### src/rtl/fp32_pkg.sv
// Shared fp32 types and constants for the FP datapath units.
// Used by the divider and the operand classifier.
package fp32_pkg;

  localparam logic [31:0] QNAN    = 32'h7FC00000;
  localparam logic [31:0] POS_INF = 32'h7F800000;
  localparam logic [7:0]  EXP_MAX = 8'hFF;
  localparam int          BIAS    = 127;

  typedef struct packed {
    logic        sign;
    logic [7:0]  exp;
    logic [22:0] frac;
  } fp32_t;

  typedef enum logic [1:0] {FP_ZERO, FP_NORM, FP_INF, FP_NAN} fp_class_t;

  typedef enum logic [2:0] {IDLE, CHECK, DIVIDE, NORM, DONE} div_state_t;

endpackage

### src/rtl/fp32_classify.sv
// Combinational fp32 operand classifier; denormals are reported as zero.
// Zero latency, no handshake.
module fp32_classify
  import fp32_pkg::*;
(
  input  fp32_t     a,
  output fp_class_t cls
);

  always_comb begin
    cls = FP_NORM;
    if (a.exp == EXP_MAX) cls = (a.frac != '0) ? FP_NAN : FP_INF;
    else if (a.exp == 8'h00) cls = FP_ZERO;
  end

endmodule

### src/rtl/fp32_divider_iter.sv
// Iterative fp32 divider, radix-2 restoring, one quotient bit per clock, truncating.
// Latency: done 2 cycles after accept for specials, 28 otherwise; start ignored while busy except in DONE.
module fp32_divider_iter
  import fp32_pkg::*;
#(
  parameter int QBITS = 25
) (
  input  logic        clk,
  input  logic        reset,
  input  logic        start,
  input  logic [31:0] dataA,
  input  logic [31:0] dataB,
  output logic        busy,
  output logic        done,
  output logic [31:0] dataR
);

  div_state_t       state;
  fp32_t            opa, opb;
  fp_class_t        ca, cb;
  logic [24:0]      rem;
  logic [23:0]      div;
  logic [QBITS-1:0] q;
  logic [4:0]       cnt;

  logic             sgn;
  logic [25:0]      trial;
  logic [9:0]       e;
  logic [22:0]      frac;
  logic             special;
  logic [31:0]      special_val;
  logic [31:0]      norm_val;

  fp32_classify u_cls_a (.a(opa), .cls(ca));
  fp32_classify u_cls_b (.a(opb), .cls(cb));

  assign sgn   = opa.sign ^ opb.sign;
  assign trial = {1'b0, rem} - {2'b00, div};

  always_comb begin
    special     = 1'b1;
    special_val = QNAN;
    if (ca == FP_NAN || cb == FP_NAN) special_val = QNAN;
    else if ((ca == FP_INF && cb == FP_INF) || (ca == FP_ZERO && cb == FP_ZERO)) special_val = QNAN;
    else if (ca == FP_INF || cb == FP_ZERO) special_val = POS_INF | {sgn, 31'b0};
    else if (ca == FP_ZERO || cb == FP_INF) special_val = {sgn, 31'b0};
    else special = 1'b0;
  end

  // Quotient lies in (0.5, 2); a clear top bit means one extra normalising shift.
  always_comb begin
    e        = {2'b00, opa.exp} - {2'b00, opb.exp} + 10'(BIAS) - {9'b0, ~q[QBITS-1]};
    frac     = q[QBITS-1] ? q[23:1] : q[22:0];
    norm_val = {sgn, e[7:0], frac};
    if ($signed(e) >= 10'sd255) norm_val = {sgn, EXP_MAX, 23'b0};
    else if ($signed(e) <= 10'sd0) norm_val = {sgn, 31'b0};
  end

  always_ff @(posedge clk) begin
    if (reset) begin
      state <= IDLE;
      busy  <= 1'b0;
      done  <= 1'b0;
      dataR <= '0;
    end else begin
      done <= 1'b0;
      case (state)
        IDLE: begin
          if (start) begin
            opa   <= dataA;
            opb   <= dataB;
            busy  <= 1'b1;
            state <= CHECK;
          end
        end
        CHECK: begin
          if (special) begin
            dataR <= special_val;
            done  <= 1'b1;
            state <= DONE;
          end else begin
            rem   <= {2'b01, opa.frac};
            div   <= {1'b1, opb.frac};
            q     <= '0;
            cnt   <= 5'(QBITS - 1);
            state <= DIVIDE;
          end
        end
        DIVIDE: begin
          rem   <= trial[25] ? {rem[23:0], 1'b0} : {trial[23:0], 1'b0};
          q     <= {q[QBITS-2:0], ~trial[25]};
          cnt   <= cnt - 5'd1;
          if (cnt == 5'd0) state <= NORM;
        end
        NORM: begin
          dataR <= norm_val;
          done  <= 1'b1;
          state <= DONE;
        end
        DONE: begin
          if (start) begin
            opa   <= dataA;
            opb   <= dataB;
            state <= CHECK;
          end else begin
            busy  <= 1'b0;
            state <= IDLE;
          end
        end
        default: state <= IDLE;
      endcase
    end
  end

endmodule

### config.mk
export PLATFORM = sky130hd
export DESIGN_NAME = fp32_divider_iter
export DESIGN_NICKNAME = d
export VERILOG_FILES = /design/src/rtl/fp32_pkg.sv /design/src/rtl/fp32_classify.sv /design/src/rtl/fp32_divider_iter.sv
export SDC_FILE = /design/constraint.sdc
export NUM_CORES = 1
export LEC_CHECK = 0
export BUFFER_PORTS_ARGS = -buffer_cell sky130_fd_sc_hd__buf_2
export CAP_MARGIN = 15
export CORE_ASPECT_RATIO = 0.8
export CORE_MARGIN = 3
export CORE_UTILIZATION = 60
export DETAILED_ROUTE_END_ITERATION = 8
export GPL_ROUTABILITY_DRIVEN = 0
export PLACE_DENSITY_LB_ADDON = 0.12
export REMOVE_ABC_BUFFERS = 1
export SLEW_MARGIN = 20
export SYNTH_ARGS = -nofsm -noshare
export SYNTH_HDL_FRONTEND = slang
export SYNTH_HIERARCHICAL = 1
export SYNTH_SLANG_ARGS = --single-unit
### constraint.sdc
create_clock -name clk -period 9.8 [get_ports clk]
set_input_delay 0 -clock clk [delete_from_list [all_inputs] [get_ports clk]]
set_output_delay 0 -clock clk [all_outputs]
set_load 0.01 [all_outputs]
==> results by stage <==
Run status:
- The flow ran to the end, and the final reports show no timing, DRC or antenna violations.

Timing:
- For the final routed database, the setup TNS stands at 0 ns.
- At the pin with the least slew margin, the transition time is a little over 1 ns.
- The number of pins with negative max-slew slack in the final report is 0.
- Setup repair after global routing left no endpoint under its margin.
- Of the available clock period, the critical path in the final layout requires 0.4719.
- The final worst slack is around 5.2 ns.
- The shortest clock period the worst path allows after layout is about 4.6 ns.
- Based on the critical path, the design can be clocked at up to 216.2 MHz.
- Between clock sinks in the finished design, the worst skew comes to between 0.01 and 0.015 ns.
- The remaining max-slew budget at the tightest pin is 0.3068.
- The number of hold violations in the final report came to 0.
- Setup violations remaining at the end of the flow were counted as 0.

Floorplan:
- The die area is 0.01607 mm2.
- The initial standard-cell utilization of the core is 0.6280.
- The x dimension of the die is 141.0 um.
- The total number of placement rows is 38.
- The number of top-level design ports is 101.
- The core box area is 0.01393 mm2.
- The die extent in y is roughly 110 um.

Detailed routing:
- The wire length after detailed routing is between 15 and 20 mm.
- In this run, the number of DRC markers left after iteration 0 of detailed routing was 499.
- The residual antenna-violating net count after detailed routing is 0.
- The first detailed-routing pass took 6 iterations.
- The average detailed-routed wire length per instance is 17.80 um.
- Using the TritonRoute via totals, the vias-per-cell ratio works out to 5.765.
- The DRC violation count after routing is 0.
- Detailed routing inserted a total of 6365 vias.

Setup path:
- STA classifies the critical path startpoint as a register.
- The delay of the slowest cell on the worst path is 0.71 ns.
- The endpoint required time on the critical path is 10.07 ns.
- The signal on the critical path passes through ha_1, a21o_1, a21o_1, a21o_1, a21o_1, xnor2_1, inv_1, ha_1, nand3_1, a2bb2oi_1, a21oi_1, xor2_1, or4_1, nand3_1, o21ai_0.
- In this run the critical register-to-register path is launched from opa[24]$_DFFE_PP_.
- For the worst setup path, the data arrival time is slightly below 5 ns.
- The setup check on the worst reg-to-reg path leaves a slack of about 5.2 ns.
- Counting cells, the worst reg-to-reg path comes to 15.
- The slowest cell on the critical path is nand3_1.
- The critical-path maximum fanout is 22.
- The critical path is of the reg2reg type.
- STA classifies the critical path endpoint as a register.
- The family of cells with the greatest summed delay on the critical path is simple AND/OR/NAND/NOR gates.
- The critical path buffer and inverter count is 1.
- The cell seen most often among critical-path stages is a21o_1.
- The reg-to-reg critical path endpoint is dataR[14]$_SDFFE_PP0P_.

CTS:
- The clock edge transition at the registers on the reported setup and hold paths is around 0.070 ns.
- The later-pin clock latency in the skew report is about 0.44 ns.
- The H-tree was split into 4 levels.
- The tree is rooted in a clkbuf_16.
- TritonCTS built the clock tree.
- The maximum count of clock buffers along a single path is 2.
- Once the clock tree was built, the setup fixing pass inserted 0 buffers.
- The post-cts resize count is 0.
- The sink count of the clock tree is approximately 180.
- Buffers inserted during clock tree synthesis total 17.
- Hold repair after CTS inserted 67 buffers.

Place:
- Buffers placed on the I/O ports in this run total 100.
- At the placement stage, the worst setup path has a slack of 5.364 ns.
- In this run the cell area measured after placement is 0.009427 mm2.
- The HPWL reported at the end of detailed placement is 12.83 mm.

Synth:
- The post-synthesis sequential element count is roughly 180.
- The summed instance area of the synthesized netlist is 0.008748 mm2.
- The number of distinct library cells after synthesis is 64.
- The largest family of logic cells by synthesized area is simple AND/OR/NAND/NOR gates.
- After synthesis, the share of cell area in mux cells is 0.04949.
- The compound-cell area share of the yosys netlist is 0.1227.
- The share of async-settable or async-resettable flops after synthesis is 0.
- The leading register cell type out of synthesis is edfxtp_1.
- The number of warnings reported in the yosys synthesis log is 6.
- In this run the mean area of a mapped cell was between 10 and 15 um2.
- The synthesized-area fraction occupied by xor and xnor cells is 0.03304.
- Of the total synthesized cell area, the portion taken by full adders, half adders and majority gates is 0.06407.
- Of the synthesized area, sequential elements account for 0.5721.
- The fraction of the mapped netlist area in simple logic gates is 0.1251.
- The instance count of the mapped netlist is 740.
- Counting flops with a built-in enable in the synthesized netlist gives 142.

GRT:
- The via count of the first global-routing pass is 6388.
- The first-pass GRT wire length is 31.60 mm.
- The global-route usage over all layers is 0.2513.
- The number of antenna violations at the first check in global routing is 0.
- The aggregate global routing overflow is 0.
- The maximum number of pins on one net before global-route repair is 65.

Power and ir drop:
- The share of total power dissipated in the clock network is 0.371.
- The leakage power is between 4 and 5 nW.
- The highest ir drop seen on vdd is 0.0001329 V.
- The total power is 1.866 mW.
- The power share of the combinational group is 0.158.
- Internal power comes to about 1.4 mW.
- The net switching power is 0.4969 mW.
- The sequential share of power is 0.471.
- The switching share of power is 0.2663.
- For this design the ratio of total power to cell area is around 170 mW/mm2.

Final layout:
- The combined flip-flop and latch cell area is 0.005005 mm2.
- The proportion of layout cells with a drive suffix above 1 is 0.1710.
- The number of nets in the layout is roughly 1000.
- Summing all non-filler instances in the final layout gives an area of around 0.011 mm2.
- The area overhead of the layout relative to synthesis is 22.33%.
- The multi-input combinational cells in the finished layout cover a total of about 0.0035 mm2.
- The antenna diode count is 0.
- The count of filler cells inserted in the layout is ~860.

Flow run:
- The number of max-capacitance violations reported is 0.

Min path:
- The depth of the worst hold-timing path is 2.
- The type of the most critical hold path is in2reg.
- The startpoint identified for the worst hold timing path is dataA[3].
- The worst hold path terminates at opa[3]$_DFFE_PP_.
==> metrics by stage <==
stage | util | instances | hold WS [ns]
2_1_floorplan | - | 720 | 0.06907
3_3_place_gp | 0.6767 | 1005 | 0.1764
3_5_place_dp | 0.6767 | 1005 | 0.1781
4_1_cts | 0.7678 | 1104 | 0.2529
5_1_grt | 0.7682 | 1104 | 0.2581
6_report | 0.7682 | 1104 | 0.2666
==> layer usage <==
layer | GRT usage | share of wire | vias up
li1 | - | - | 3078
met1 | 0.3243 | 0.44 | 3040
met2 | 0.4184 | 0.48 | 217
met3 | 0.07209 | 0.068 | 30
met4 | 0.07360 | 0.017 | 0
met5 | 0 | 0 | -
==> layout make-up <==
| type | count | share of cell area |
|---|---|---|
| multi-input combinational | 491 | 0.3248 |
| tap | 180 | 0.02105 |
| clock buffer | 17 | 0.03975 |
| inverter | 50 | 0.01754 |
| clock inverter | 15 | 0.01625 |
| timing repair buffer | 172 | 0.1129 |
| sequential | 179 | 0.4677 |
==> state kept, by name, indices dropped and copies added, names as in the netlist, 3 cells and up <==
register,count
dataR,32
opa,32
opb,32
q,25
rem,25
div,23
cnt,5
state,3
==> logic make-up (layout without fill, tap and decap cells) <==
| family | count (synthesis) | after routing |
|---|---|---|
| buffers and inverters | 70 | 254 |
| XOR/XNOR | 33 | 33 |
| flip-flops | 179 | 179 |
| multiplexers | 43 | 43 |
| AO/OA/AOI/OAI | 160 | 160 |
| adder cells (fa/ha/maj) | 43 | 43 |
| AND/OR/NAND/NOR | 212 | 212 |
==> cells in the final DEF (no fill, tap or decap), types with 11 or more instances in the layout <==
cell type	count
edfxtp_1	142
buf_2	100
dlygate4sd3_1	67
nand2_1	64
inv_1	50
mux2i_1	41
ha_1	40
dfxtp_1	37
nor2_1	35
o21ai_1	32
and2_1	29
a21oi_1	28
o21ai_0	24
xnor2_1	20
clkbuf_16	17
a21o_1	16
nor3_1	15
xor2_1	13
nor4_1	12
nand2b_1	11
==> worst max path at each step <==
stage,from,end,slack [ns],cells after the start
after global placement,opa[23]$_DFFE_PP_,dataR[13]$_SDFFE_PP0P_,5.55,16
after detailed placement,opa[23]$_DFFE_PP_,dataR[13]$_SDFFE_PP0P_,5.36,16
after floorplan,opa[24]$_DFFE_PP_,cnt[0]$_SDFFCE_PN0P_,4.17,7
final,opa[24]$_DFFE_PP_,dataR[14]$_SDFFE_PP0P_,5.18,15
after CTS,opa[24]$_DFFE_PP_,dataR[14]$_SDFFE_PP0P_,5.26,15
after global routing,opa[24]$_DFFE_PP_,dataR[13]$_SDFFE_PP0P_,4.88,15
==> cells in the mapped netlist, types with 8 or more instances <==
library cell	number	share of area
nor2_1	36	0.015
o21ai_1	32	0.018
a21oi_1	28	0.016
nand2_1	64	0.027
and3_1	8	0.0057
xnor2_1	20	0.020
nor3_1	17	0.0097
nand2b_1	11	0.0079
edfxtp_1	142	0.49
a21o_1	16	0.014
ha_1	40	0.057
o21ai_0	24	0.014
and2_1	29	0.021
xor2_1	13	0.013
mux2i_1	41	0.047
clkbuf_1	15	0.0064
dfxtp_1	37	0.085
inv_1	50	0.021
nor4_1	12	0.0086
==> worst reg2reg max path: cells and delay by family, from the launching register on <==
| kind | cells | cell delay (ns) |
|---|---|---|
| AO/OA/AOI/OAI | 7 | 1.40 |
| XOR/XNOR | 2 | 0.44 |
| adder cells (fa/ha/maj) | 2 | 0.68 |
| buffers and inverters | 1 | 0.09 |
| flip-flops | 1 | 0.46 |
| AND/OR/NAND/NOR | 3 | 1.40 |
==> power by group through the flow <==
| stage | registers, mW | logic, mW | clock network [mW] |
|---|---|---|---|
| finish | 0.879 | 0.295 | 0.692 |
| detailed placement | 0.895 | 0.263 | 0 |
| CTS | 0.879 | 0.290 | 0.699 |
| global route | 0.882 | 0.324 | 0.728 |
| global placement | 0.894 | 0.252 | 0 |
| floorplan | 0.895 | 0.192 | 0 |
No activity file was read; power rests on OpenSTA's default activity.
